==> src/rtl/uart_cmd_if.sv <==
// Command-result bundle produced by uart_cmd_rx: last good command, its strobe,
// the latched conversion step and the frame-drop strobe.
interface uart_cmd_if;
    logic [7:0]  m_cmd_code;
    logic [15:0] m_cmd_data;
    logic        m_cmd_valid;
    logic [6:0]  m_convert_config_step;
    logic        m_frame_err;

    modport master (
        output m_cmd_code, m_cmd_data, m_cmd_valid, m_convert_config_step, m_frame_err
    );
    modport slave (
        input  m_cmd_code, m_cmd_data, m_cmd_valid, m_convert_config_step, m_frame_err
    );
endinterface

==> src/rtl/uart_cmd_rx.sv <==
// 8N1 UART receiver plus 5-byte command frame parser (A5 cmd dhi dlo chk).
// Good frames update code/data and, for cmd 0x01, the conversion step register.
module uart_cmd_rx #(
    parameter int         CLK_FREQ     = 50_000_000,
    parameter int         BAUD_RATE    = 115200,
    parameter int         TIMEOUT_BITS = 20,
    parameter logic [6:0] STEP_RST     = 7'd0
) (
    input  logic       sys_clk,
    input  logic       sys_rst,
    input  logic       rx,
    uart_cmd_if.master cmd
);
    localparam int BIT_CYC  = CLK_FREQ / BAUD_RATE;
    localparam int HALF_CYC = BIT_CYC / 2;
    localparam int CNT_W    = $clog2(BIT_CYC + 1);
    localparam int TMO_CYC  = TIMEOUT_BITS * BIT_CYC;
    localparam int TMO_W    = $clog2(TMO_CYC + 1);

    localparam logic [CNT_W-1:0] FULL_LAST = CNT_W'(BIT_CYC - 1);
    localparam logic [CNT_W-1:0] HALF_LAST = CNT_W'(HALF_CYC - 1);
    localparam logic [TMO_W-1:0] TMO_LAST  = TMO_W'(TMO_CYC - 1);

    typedef enum logic [1:0] {B_IDLE, B_START, B_DATA, B_STOP} bit_st_t;
    typedef enum logic [2:0] {F_HDR, F_CMD, F_DHI, F_DLO, F_CHK} fr_st_t;

    // ---------------- synchroniser ----------------
    logic rx_m, rx_s, rx_d, rx_fall;

    always_ff @(posedge sys_clk or posedge sys_rst) begin
        if (sys_rst) begin
            rx_m <= 1'b1;
            rx_s <= 1'b1;
            rx_d <= 1'b1;
        end else begin
            rx_m <= rx;
            rx_s <= rx_m;
            rx_d <= rx_s;
        end
    end

    assign rx_fall = rx_d & ~rx_s;

    // ---------------- bit FSM ----------------
    bit_st_t          bit_st, bit_nxt;
    logic [CNT_W-1:0] cnt;
    logic [2:0]       bit_idx;
    logic [7:0]       sh;
    logic             half_hit, full_hit;
    logic             cnt_clr, shift_en, byte_ok_c, stop_err_c;
    logic             byte_ok, stop_err;

    assign half_hit = (cnt == HALF_LAST);
    assign full_hit = (cnt == FULL_LAST);

    always_ff @(posedge sys_clk or posedge sys_rst) begin
        if (sys_rst) bit_st <= B_IDLE;
        else         bit_st <= bit_nxt;
    end

    always_comb begin
        bit_nxt = bit_st;
        case (bit_st)
            B_IDLE:  if (rx_fall) bit_nxt = B_START;
            B_START: if (half_hit) bit_nxt = rx_s ? B_IDLE : B_DATA;
            B_DATA:  if (full_hit && bit_idx == 3'd7) bit_nxt = B_STOP;
            B_STOP:  if (full_hit) bit_nxt = B_IDLE;
            default: bit_nxt = B_IDLE;
        endcase
    end

    // Counter restarts on every state change, so DATA/STOP samples land mid-bit.
    always_comb begin
        shift_en   = (bit_st == B_DATA) && full_hit;
        byte_ok_c  = (bit_st == B_STOP) && full_hit && rx_s;
        stop_err_c = (bit_st == B_STOP) && full_hit && !rx_s;
        cnt_clr    = (bit_st == B_IDLE) || (bit_nxt != bit_st) || shift_en;
    end

    always_ff @(posedge sys_clk or posedge sys_rst) begin
        if (sys_rst) begin
            cnt      <= '0;
            bit_idx  <= '0;
            sh       <= '0;
            byte_ok  <= 1'b0;
            stop_err <= 1'b0;
        end else begin
            cnt <= cnt_clr ? '0 : cnt + CNT_W'(1);
            if (bit_st != B_DATA) bit_idx <= '0;
            else if (shift_en)    bit_idx <= bit_idx + 3'd1;
            if (shift_en) sh <= {rx_s, sh[7:1]};
            byte_ok  <= byte_ok_c;
            stop_err <= stop_err_c;
        end
    end

    // ---------------- frame FSM ----------------
    fr_st_t           fr_st, fr_nxt;
    logic [7:0]       cmd_r, dhi_r, dlo_r;
    logic [TMO_W-1:0] tcnt;
    logic             tmo_run, tmo_hit, chk_ok, frm_err_c;

    assign tmo_run = (fr_st != F_HDR) && (bit_st == B_IDLE);
    assign tmo_hit = tmo_run && (tcnt == TMO_LAST);

    always_ff @(posedge sys_clk or posedge sys_rst) begin
        if (sys_rst) fr_st <= F_HDR;
        else         fr_st <= fr_nxt;
    end

    // A byte that lands on the timeout cycle wins: the gap ended in time.
    always_comb begin
        fr_nxt = fr_st;
        if (fr_st != F_HDR && stop_err) begin
            fr_nxt = F_HDR;
        end else if (byte_ok) begin
            case (fr_st)
                F_HDR:   if (sh == 8'hA5) fr_nxt = F_CMD;
                F_CMD:   fr_nxt = F_DHI;
                F_DHI:   fr_nxt = F_DLO;
                F_DLO:   fr_nxt = F_CHK;
                default: fr_nxt = F_HDR;
            endcase
        end else if (tmo_hit) begin
            fr_nxt = F_HDR;
        end
    end

    always_comb begin
        chk_ok    = (fr_st == F_CHK) && byte_ok && (sh == (cmd_r ^ dhi_r ^ dlo_r));
        frm_err_c = ((fr_st == F_CHK) && byte_ok && !chk_ok)
                  || ((fr_st != F_HDR) && stop_err)
                  || (tmo_hit && !byte_ok);
    end

    always_ff @(posedge sys_clk or posedge sys_rst) begin
        if (sys_rst) begin
            cmd_r                     <= '0;
            dhi_r                     <= '0;
            dlo_r                     <= '0;
            tcnt                      <= '0;
            cmd.m_cmd_code            <= '0;
            cmd.m_cmd_data            <= '0;
            cmd.m_cmd_valid           <= 1'b0;
            cmd.m_convert_config_step <= STEP_RST;
            cmd.m_frame_err           <= 1'b0;
        end else begin
            if (byte_ok && fr_st == F_CMD) cmd_r <= sh;
            if (byte_ok && fr_st == F_DHI) dhi_r <= sh;
            if (byte_ok && fr_st == F_DLO) dlo_r <= sh;

            if (fr_st == F_HDR || byte_ok || tmo_hit) tcnt <= '0;
            else if (tmo_run)                        tcnt <= tcnt + TMO_W'(1);

            cmd.m_cmd_valid <= chk_ok;
            cmd.m_frame_err <= frm_err_c;
            if (chk_ok) begin
                cmd.m_cmd_code <= cmd_r;
                cmd.m_cmd_data <= {dhi_r, dlo_r};
                if (cmd_r == 8'h01) cmd.m_convert_config_step <= dlo_r[6:0];
            end
        end
    end
endmodule

==> src/flat_wrapper.sv <==
// flat-port wrapper written by rule: the top's interface ports become plain ports
module uart_cmd_rx_flat 
#(
    parameter int         CLK_FREQ     = 50_000_000,
    parameter int         BAUD_RATE    = 115200,
    parameter int         TIMEOUT_BITS = 20,
    parameter logic [6:0] STEP_RST     = 7'd0
)
  (sys_clk, sys_rst, rx, cmd_m_cmd_code, cmd_m_cmd_data, cmd_m_cmd_valid, cmd_m_convert_config_step, cmd_m_frame_err);
  uart_cmd_if cmd_i ();
  input  logic sys_clk;
  input  logic sys_rst;
  input  logic rx;
  output wire logic [$bits(cmd_i.m_cmd_code)-1:0] cmd_m_cmd_code;
  output wire logic [$bits(cmd_i.m_cmd_data)-1:0] cmd_m_cmd_data;
  output wire logic [$bits(cmd_i.m_cmd_valid)-1:0] cmd_m_cmd_valid;
  output wire logic [$bits(cmd_i.m_convert_config_step)-1:0] cmd_m_convert_config_step;
  output wire logic [$bits(cmd_i.m_frame_err)-1:0] cmd_m_frame_err;
  assign cmd_m_cmd_code = cmd_i.m_cmd_code;
  assign cmd_m_cmd_data = cmd_i.m_cmd_data;
  assign cmd_m_cmd_valid = cmd_i.m_cmd_valid;
  assign cmd_m_convert_config_step = cmd_i.m_convert_config_step;
  assign cmd_m_frame_err = cmd_i.m_frame_err;
  uart_cmd_rx #(.CLK_FREQ(CLK_FREQ), .BAUD_RATE(BAUD_RATE), .TIMEOUT_BITS(TIMEOUT_BITS), .STEP_RST(STEP_RST)) u_core (.sys_clk(sys_clk), .sys_rst(sys_rst), .rx(rx), .cmd(cmd_i));
endmodule
==> config.mk <==
export PLATFORM = sky130hd
export DESIGN_NAME = uart_cmd_rx_flat
export DESIGN_NICKNAME = d
export VERILOG_FILES = /design/src/rtl/uart_cmd_if.sv /design/src/rtl/uart_cmd_rx.sv /design/src/flat_wrapper.sv
export SDC_FILE = /design/constraint.sdc
export NUM_CORES = 1
export LEC_CHECK = 0
export ABC_AREA = 1
export ABC_CLOCK_PERIOD_IN_PS = 5300
export CORE_MARGIN = 1.5
export CORE_UTILIZATION = 50
export CTS_BUF_LIST = sky130_fd_sc_hd__clkbuf_2
export CTS_CLUSTER_SIZE = 30
export DETAILED_ROUTE_END_ITERATION = 6
export PLACE_DENSITY_LB_ADDON = 0.25
export SYNTH_ARGS = -nofsm -noshare
export SYNTH_HDL_FRONTEND = slang
export SYNTH_SLANG_ARGS = --single-unit
==> constraint.sdc <==
create_clock -name sys_clk -period 5.3 [get_ports sys_clk]
set_input_delay 0.53 -clock sys_clk [delete_from_list [all_inputs] [get_ports sys_clk]]
set_output_delay 0.53 -clock sys_clk [all_outputs]
set_load 0.05 [all_outputs]
Yosys cells after proc, flatten, opt, wreduce, memory -nomap -nowiden --
Cells that the tools add are included.
Cells by class: add/sub/neg operators 3, bitwise operators 4, reductions and logical operators 32, mux-type cells 16, eq/ne operators 17
Operators with widths (number):
- two-way mux 14 bit | 2
- two-way mux 3 bit | 6
- bitwise XOR 8 bit | 2
- logical AND 1 bit | 15
- adder 14 x 1 -> 14 bit, second input constant | 1
- equality test 14 bit, second input constant | 1
- case mux 3 bit (4 select lines) | 1
- two-way mux 2 bit | 5
- adder 9 x 1 -> 9 bit, second input constant | 1
- equality test 9 x 8 -> 1 bit, second input constant | 1
- equality test 9 bit, second input constant | 1
- two-way mux 9 bit | 1
- equality test 8 x 1 -> 1 bit, second input constant | 1
- equality test 8 bit | 1
- equality test 8 bit, second input constant | 1
- case mux 2 bit (4 select lines) | 1
- equality test 3 x 2 -> 1 bit, second input constant | 2
- equality test 3 bit, second input constant | 2
- logical OR 1 bit | 6
- nonzero test 3 bit | 2
- equality test 2 bit, second input constant | 2
- inequality test 4 bit, second input constant | 1
- AND reduction 2 bit | 2
- nonzero test 2 bit | 2
- 10 further kinds | 12
Word-level totals: bits of input ports 3, flip-flop bits (word level) 101, output and inout port bits 33

Depth between registers and ports, before layout --
Gate-level depths: netlist (run 1).
word-level depth 8, mapped depth 13, mapped depth without buffers 12

Worst setup path before layout (run 1) --
OpenSTA, ideal clock, no wires.
kind reg-to-reg, from register u_core.sh[0], to register u_core.cmd.m_cmd_code[0], setup time 0.130 ns, required time 5.170 ns, stages on the path, launching flop included 13, path slack 3.771 ns, buffers on the path 2, arrival 1.399 ns, cell sequence dfrtp_1 > nand2_1 > inv_1 > nor2_1 > nand2_1 > nand2_1 > nand2_1 > nor2_1 > nand3_2 > buf_6 > buf_8 > nand2_1 > o21ai_1
On the way: word-level cells in the longest chain between the ends 2
Ends and longest elaborated chain:
- from (decl) | RTL line uart_cmd_rx.sv:48 | logic [7:0] sh;
- from (signal assigned) | RTL line uart_cmd_rx.sv:91 | if (shift_en) sh <= {rx_s, sh[7:1]};
- equality test 8 bit | RTL line uart_cmd_rx.sv:130 | chk_ok = (fr_st == F_CHK) && byte_ok && (sh == (cmd_r ^ dhi_r ^ dlo_r));
- logical AND 1 bit | RTL line uart_cmd_rx.sv:130
- to (signal assigned) | RTL line uart_cmd_rx.sv:158 | cmd.m_cmd_code <= cmd_r;
- to (decl) | RTL line uart_cmd_if.sv:11 | output m_cmd_code, m_cmd_data, m_cmd_valid, m_convert_config_step, m_frame_err
Every way passes these cells. A chain may end at the register's enable or synchronous reset.

Final worst setup path (run 1) --
from register u_core.sh[1], to register u_core.cmd.m_cmd_data[12]
On the way: word-level cells in the longest chain between the ends 2
Ends and longest elaborated chain:
- equality test 8 bit | RTL line uart_cmd_rx.sv:130
- logical AND 1 bit | RTL line uart_cmd_rx.sv:130
- to (signal assigned) | RTL line uart_cmd_rx.sv:159 | cmd.m_cmd_data <= {dhi_r, dlo_r};
- to (decl) | RTL line uart_cmd_if.sv:11
Every way passes these cells.

==> out/qor.yml, run 1 <==
setup_violations: 0
die_x_um: 101
fin_nets: 662
worst_path_max_delay_cell: "nand3_2"
syn_nets: 626
synth_mux_area_share_pct: 0
intPower_uw: 999
instances_no_fill: 787
synthArstFlopShare_pct: 100
drc_errors: 0
switching_share_pct: 25.5
synth_top_family_by_area: "simple AND/OR/NAND/NOR gates"
cts_buffer_depth: 2
p_sw_uw: 343
antenna_cells: 0
grt_pass1_vias: 3769
initialDrtViolationCount: 122
p_comb_share_pct: 7.6
fin_skew_ns: 0.0340
max_cap_viol_count: 0
antenna_found_initial: 0
post_cts_buffers: 0
finalSetupTns_ns: 0
fp.dieH_um: 101
synth_compound_area_share_pct: 8.30
endpoint_kind: "flop"
crit_top_cell: "nand2_1"
ctsResizeCount: 0
power_frac_clock_pct: 30.3
synth-seq-area-share_pct: 52.3
grt_max_degree: 60
slowest_delay_ns: 0.69
worstSetupPathType: "reg2reg"
tritoncts: "yes"
cts.sinks: 101
powerDensity_mw_per_mm2: 248
ys_types: 31
final_util_pct: 58.1
io_buffers: 35
grt_overflow: 0
synth_ff_type: "dfrtp_1"
ant_nets: 0
p_leak_uw: 0.00266
synth-xor-area-share_pct: 2.17
syn_to_final_growth_pct: 12.0
grt_pass1_wl_um: 17200
hold_violations: 0
gp_congestion: 0.881
ys_ff_latch: 101
synthSimpleGateAreaFrac_pct: 27.7
seq_power_share_pct: 62.1
crit_buf_inv: 1
crit_required_ns: 5.71
grt_usage_pct: 21.2
rows: 35
hold_buffers: 0
path_max_fanout: 48
path_clk_slew_ns: 0.27
hold_class: "in2async"
ios: 36
crit_family: "simple AND/OR/NAND/NOR gates"
wl_per_cell_um: 12.5
critical_path_arrival_ns: 2.80
ys_warn_count: 0
crit_path_start_kind: "flop"
synth_fa_ha_area_share_pct: 1.55
cts_buffers: 9
synthCells: 617
period_needed_ns: 2.38
die_area_mm2: 0.0103
worstPathCellList: "inv_1 > nand2_1 > nand2_1 > nand2_1 > nand2_1 > nand2_1 > nor2_1 > nand3_2 > nand2_1 > o21ai_2"
synth_edf_count: 0
dp_hpwl_um: 7090
outcome: "finished clean"
worst_pin_slew_ns: 1.01
irDropWorstVdd_v: 0.000179
drive_above_1_share_pct: 5.17
rsz0062_at_grt: "false"
synth_area_mm2: 0.00484
avgViaCountPerCell: 5.02
initial_core_util_pct: 51.9
fin_crit_sh_pct: 45.0
fmax_mhz: 419
clockRootBuffer: "clkbuf_2"
core_area_mm2: 0.00933
place_inst: 771
h-tree-depth: 3
slew_headroom_pct: 32.1
dr.pass1.iters: 4
clock_latency_ns: 0.55
drv_slew: 0
avgSynthCellArea_um2: 7.84
dr_total_vias: 3948
routed_wl_um: 9870
layout make-up:
type / instances / area, um^2
fill: 875 / 3910
sequential: 101 / 2530
multi-input combinational: 422 / 1920
timing repair buffer: 36 / 358
inverter: 83 / 314
tap: 129 / 161
clock inverter: 5 / 76.3
clock buffer: 11 / 55.1
flip-flops by register name, indices dropped and copies added (netlist names), 7 cells and up:
signal                            cells
u_core.cmd.m_cmd_code                 8
u_core.dlo_r                          8
u_core.tcnt                          14
u_core.cnt                            9
u_core.dhi_r                          8
u_core.sh                             8
u_core.cmd.m_convert_config_step      7
u_core.cmd.m_cmd_data                16
u_core.cmd_r                          8
power by group through the flow:
stage,registers (uW),clock network (uW),logic (uW)
global route,839,444,125
floorplan,840,0,85.6
finish,834,406,102
CTS,834,417,105
global placement,845,0,103
detailed placement,847,0,105
path summary, 6_finish.rpt:
path	start	end	slack [ns]	depth (start not counted)
max in group asynchronous	sys_rst	u_core.dhi_r[6]$_DFFE_PP0P_	3.83	3
setup reg to reg	u_core.sh[1]$_DFFE_PP0P_	u_core.cmd.m_cmd_data[12]$_DFFE_PP0P_	2.92	10
hold reg to reg	u_core.rx_m$_DFF_PP1_	u_core.rx_s$_DFF_PP1_	0.38	0
min in group sys_clk	rx	u_core.rx_m$_DFF_PP1_	0.35	1
hold / removal	sys_rst	u_core.tcnt[6]$_DFFE_PP0P_	0.35	2
setup / recovery	u_core.sh[1]$_DFFE_PP0P_	u_core.cmd.m_cmd_data[12]$_DFFE_PP0P_	2.92	10
cell usage after synthesis, types with 5 or more instances:
cell | n | share of area (%)
ha_1 | 6 | 1.6
nand4_1 | 20 | 2.6
o21ai_0 | 40 | 4.1
o21ai_1 | 20 | 2.1
nand3_1 | 16 | 1.7
clkbuf_1 | 5 | 0.39
nand2_1 | 206 | 16
inv_2 | 6 | 0.47
nor3_1 | 12 | 1.2
nor2_1 | 68 | 5.3
a21oi_1 | 7 | 0.72
xor2_1 | 6 | 1.1
inv_1 | 76 | 5.9
dfrtp_1 | 98 | 51
xnor2_1 | 6 | 1.1
cells in the final DEF, fill, tap and decap left out, types with 2 or more instances in the layout:
master | Yosys | routed
nor3_1 | 12 | 12
inv_2 | 6 | 6
o21ai_2 | 3 | 3
inv_1 | 76 | 75
nand2_2 | 2 | 2
dfrtp_1 | 98 | 98
xnor2_1 | 6 | 6
nand3_1 | 16 | 16
clkinv_1 | 1 | 3
clkdlybuf4s50_1 | 0 | 35
ha_1 | 6 | 6
nand4_1 | 20 | 20
o21ai_0 | 40 | 40
a21oi_1 | 7 | 7
nor4_1 | 2 | 2
o21ai_1 | 20 | 20
nand2_1 | 206 | 206
dfstp_2 | 3 | 3
bufinv_16 | 0 | 2
xor2_1 | 6 | 6
clkbuf_2 | 0 | 11
nor2_1 | 68 | 68
metrics by stage:
stage	setup WS, ns	cell area (um^2)	hold WS (ns)	total power [uW]
CTS	2.91	5420	0.313	1360
finish	2.92	5420	0.346	1340
detailed placement	2.98	5290	0.348	952
floorplan	2.13	4840	0.345	925
global route	2.57	5420	0.320	1410
global placement	3.06	5290	0.346	948
kinds of logic (layout without fill, tap and decap cells):
logic type / after synthesis / in the layout
XOR/XNOR: 12 / 12
AO/OA/AOI/OAI: 75 / 75
flip-flops: 101 / 101
buffers and inverters: 94 / 135
adder cells (fa/ha/maj): 6 / 6
AND/OR/NAND/NOR: 329 / 329
metal layers:
metal	GRT usage (%)	vias to the layer above	share of wire (%)
met2	35.2	85	48
li1	-	2010	-
met3	2.90	17	3.5
met1	28.2	1836	46
met4	8.76	0	2.2
met5	0	-	0
Power figures use the tool's default switching activity.
==> run 2: changes to the inputs <==
ABC_CLOCK_PERIOD_IN_PS = 2300   (was 5300)
clock period = 2.3 ns   (was 5.3 ns; I/O delays follow)
==> out/qor.yml, run 2 (synthesized netlist as in run 1, its figures left out) <==
drc_errors: 0
hold_class: "in2reg"
crit_buf_inv: 1
grt_pass1_wl_um: 17100
fmax_mhz: 488
p_comb_share_pct: 8.5
clockRootBuffer: "clkbuf_2"
rows: 35
final_cell_mix: "206 x nand2_1, 98 x dfrtp_1, 75 x inv_1"
grt_usage_pct: 21.3
clock_latency_ns: 0.58
p_leak_uw: 0.00268
fin_nets: 668
core_area_mm2: 0.00933
r2r-start: "u_core.cmd_r[5]$_DFFE_PP0P_"
worst_pin_slew_ns: 0.628
dp_hpwl_um: 7230
rsz0062_at_grt: "false"
initial_core_util_pct: 51.9
gp_congestion: 0.888
endpoint: "cmd_m_cmd_code[5]"
h-tree-depth: 3
r2r_end: "u_core.cmd.m_convert_config_step[6]$_DFFE_PP0P_"
max_cap_viol_count: 0
intPower_uw: 2110
worstSetupPathType: "reg2out"
grt_pass1_vias: 3799
wl_per_cell_um: 12.5
endpoint_kind: "output pin"
ios: 36
irDropWorstVdd_v: 0.000449
cts_buffers: 9
ff2ff_path_depth: 6
crit_path_start_kind: "flop"
slowest_delay_ns: 0.80
die_x_um: 101
layout_commonest_cell: "nand2_1"
worst_path_max_delay_cell: "clkdlybuf4s50_1"
critical_path_arrival_ns: 1.82
drv_slew: 0
routed_wl_um: 9920
io_buffers: 35
initialDrtViolationCount: 219
avgViaCountPerCell: 5.06
period_needed_ns: 2.05
path_max_fanout: 2
p_sw_uw: 851
path_clk_slew_ns: 0.30
dr_total_vias: 4016
cts.sinks: 101
grt_overflow: 0
worstPathCellList: "clkdlybuf4s50_1"
dr.pass1.iters: 5
reg_top3: "u_core.cmd.m_cmd_data: 16 flops, u_core.tcnt: 14 flops, u_core.cnt: 9 flops"
min_from: "rx"
slew_headroom_pct: 58.0
final_util_pct: 58.7
crit_required_ns: 2.07
post_cts_buffers: 0
antenna_cells: 0
grt_max_degree: 52
outcome: "finished clean"
ant_nets: 0
critPathLaunch: "u_core.cmd.m_cmd_code[5]$_DFFE_PP0P_"
cts_buffer_depth: 2
regMostFlops: "u_core.cmd.m_cmd_data"
powerDensity_mw_per_mm2: 541
die_area_mm2: 0.0103
fp.dieH_um: 101
tritoncts: "yes"
setup_violations: 0
drive_above_1_share_pct: 6.02
ctsResizeCount: 0
syn_to_final_growth_pct: 13.2
crit_family: "buffers and inverters"
regToRegSetupSlack_ns: 0.42
largest_reg_flops: 16
fin_skew_ns: 0.0398
hold_violations: 0
crit_cells: 1
antenna_found_initial: 0
finalSetupTns_ns: 0
fillerInstances: 846
seq_power_share_pct: 64.9
fin_crit_sh_pct: 89.1
switching_share_pct: 28.7
power_frac_clock_pct: 26.7
run 2: final cells by class:
| type | instances | area (um^2) | area share [%] |
|---|---|---|---|
| inverter | 83 | 315 | 5.76 |
| tap | 129 | 161 | 2.95 |
| clock buffer | 9 | 45.0 | 0.823 |
| sequential | 101 | 2530 | 46.2 |
| multi-input combinational | 422 | 1920 | 35.1 |
| timing repair buffer | 42 | 443 | 8.09 |
| clock inverter | 7 | 56.3 | 1.03 |
run 2: routing by layer:
layer / global-route usage [%] / vias to the layer above / part of all wire (%)
met2: 37.3 / 93 / 51
met4: 7.59 / 0 / 1.2
met5: 0 / - / 0
li1: - / 2021 / -
met1: 27.1 / 1891 / 45
met3: 3.17 / 11 / 3.2
run 2: per-stage QoR:
step                      std cells  power, uW  area [um^2]  hold slack (ns)  setup WS, ns
after floorplan                 617       2130         4840            0.234         0.771
after global placement          776       2190         5360            0.347         0.576
after detailed placement        776       2210         5360            0.349         0.486
after CTS                       793       3000         5480           0.0133         0.213
after global routing            793       3110         5480          0.00276         0.145
final                           793       2960         5480           0.0376         0.251
run 2: how the worst min path moves through the flow:
stage,endpoint,cells past startpoint
2_1_floorplan,u_core.rx_m$_DFF_PP1_,0
3_5_place_dp,u_core.rx_s$_DFF_PP1_,0
6_report,u_core.rx_m$_DFF_PP1_,1
4_1_cts,u_core.rx_m$_DFF_PP1_,1
3_3_place_gp,u_core.rx_s$_DFF_PP1_,0
5_1_grt,u_core.rx_m$_DFF_PP1_,1
run 2: power by group through the flow:
stage               logic (uW)  registers, uW  clock network, uW
floorplan                  198           1930                  0
global placement           246           1950                  0
detailed placement         259           1950                  0
CTS                        261           1920                816
global route               297           1940                878
finish                     252           1920                790
run 2: timing repair:
action,4_1_cts,5_1_grt
hold buffers,1,0
hold endpoints to repair,19,0
endpoints found under the setup margin,0,0
==> run 3: changes to the inputs <==
TNS_END_PERCENT = 30   (was default)
==> results of run 3 <==
No change in the layout: final DEF, timing and power equal those of run 2.
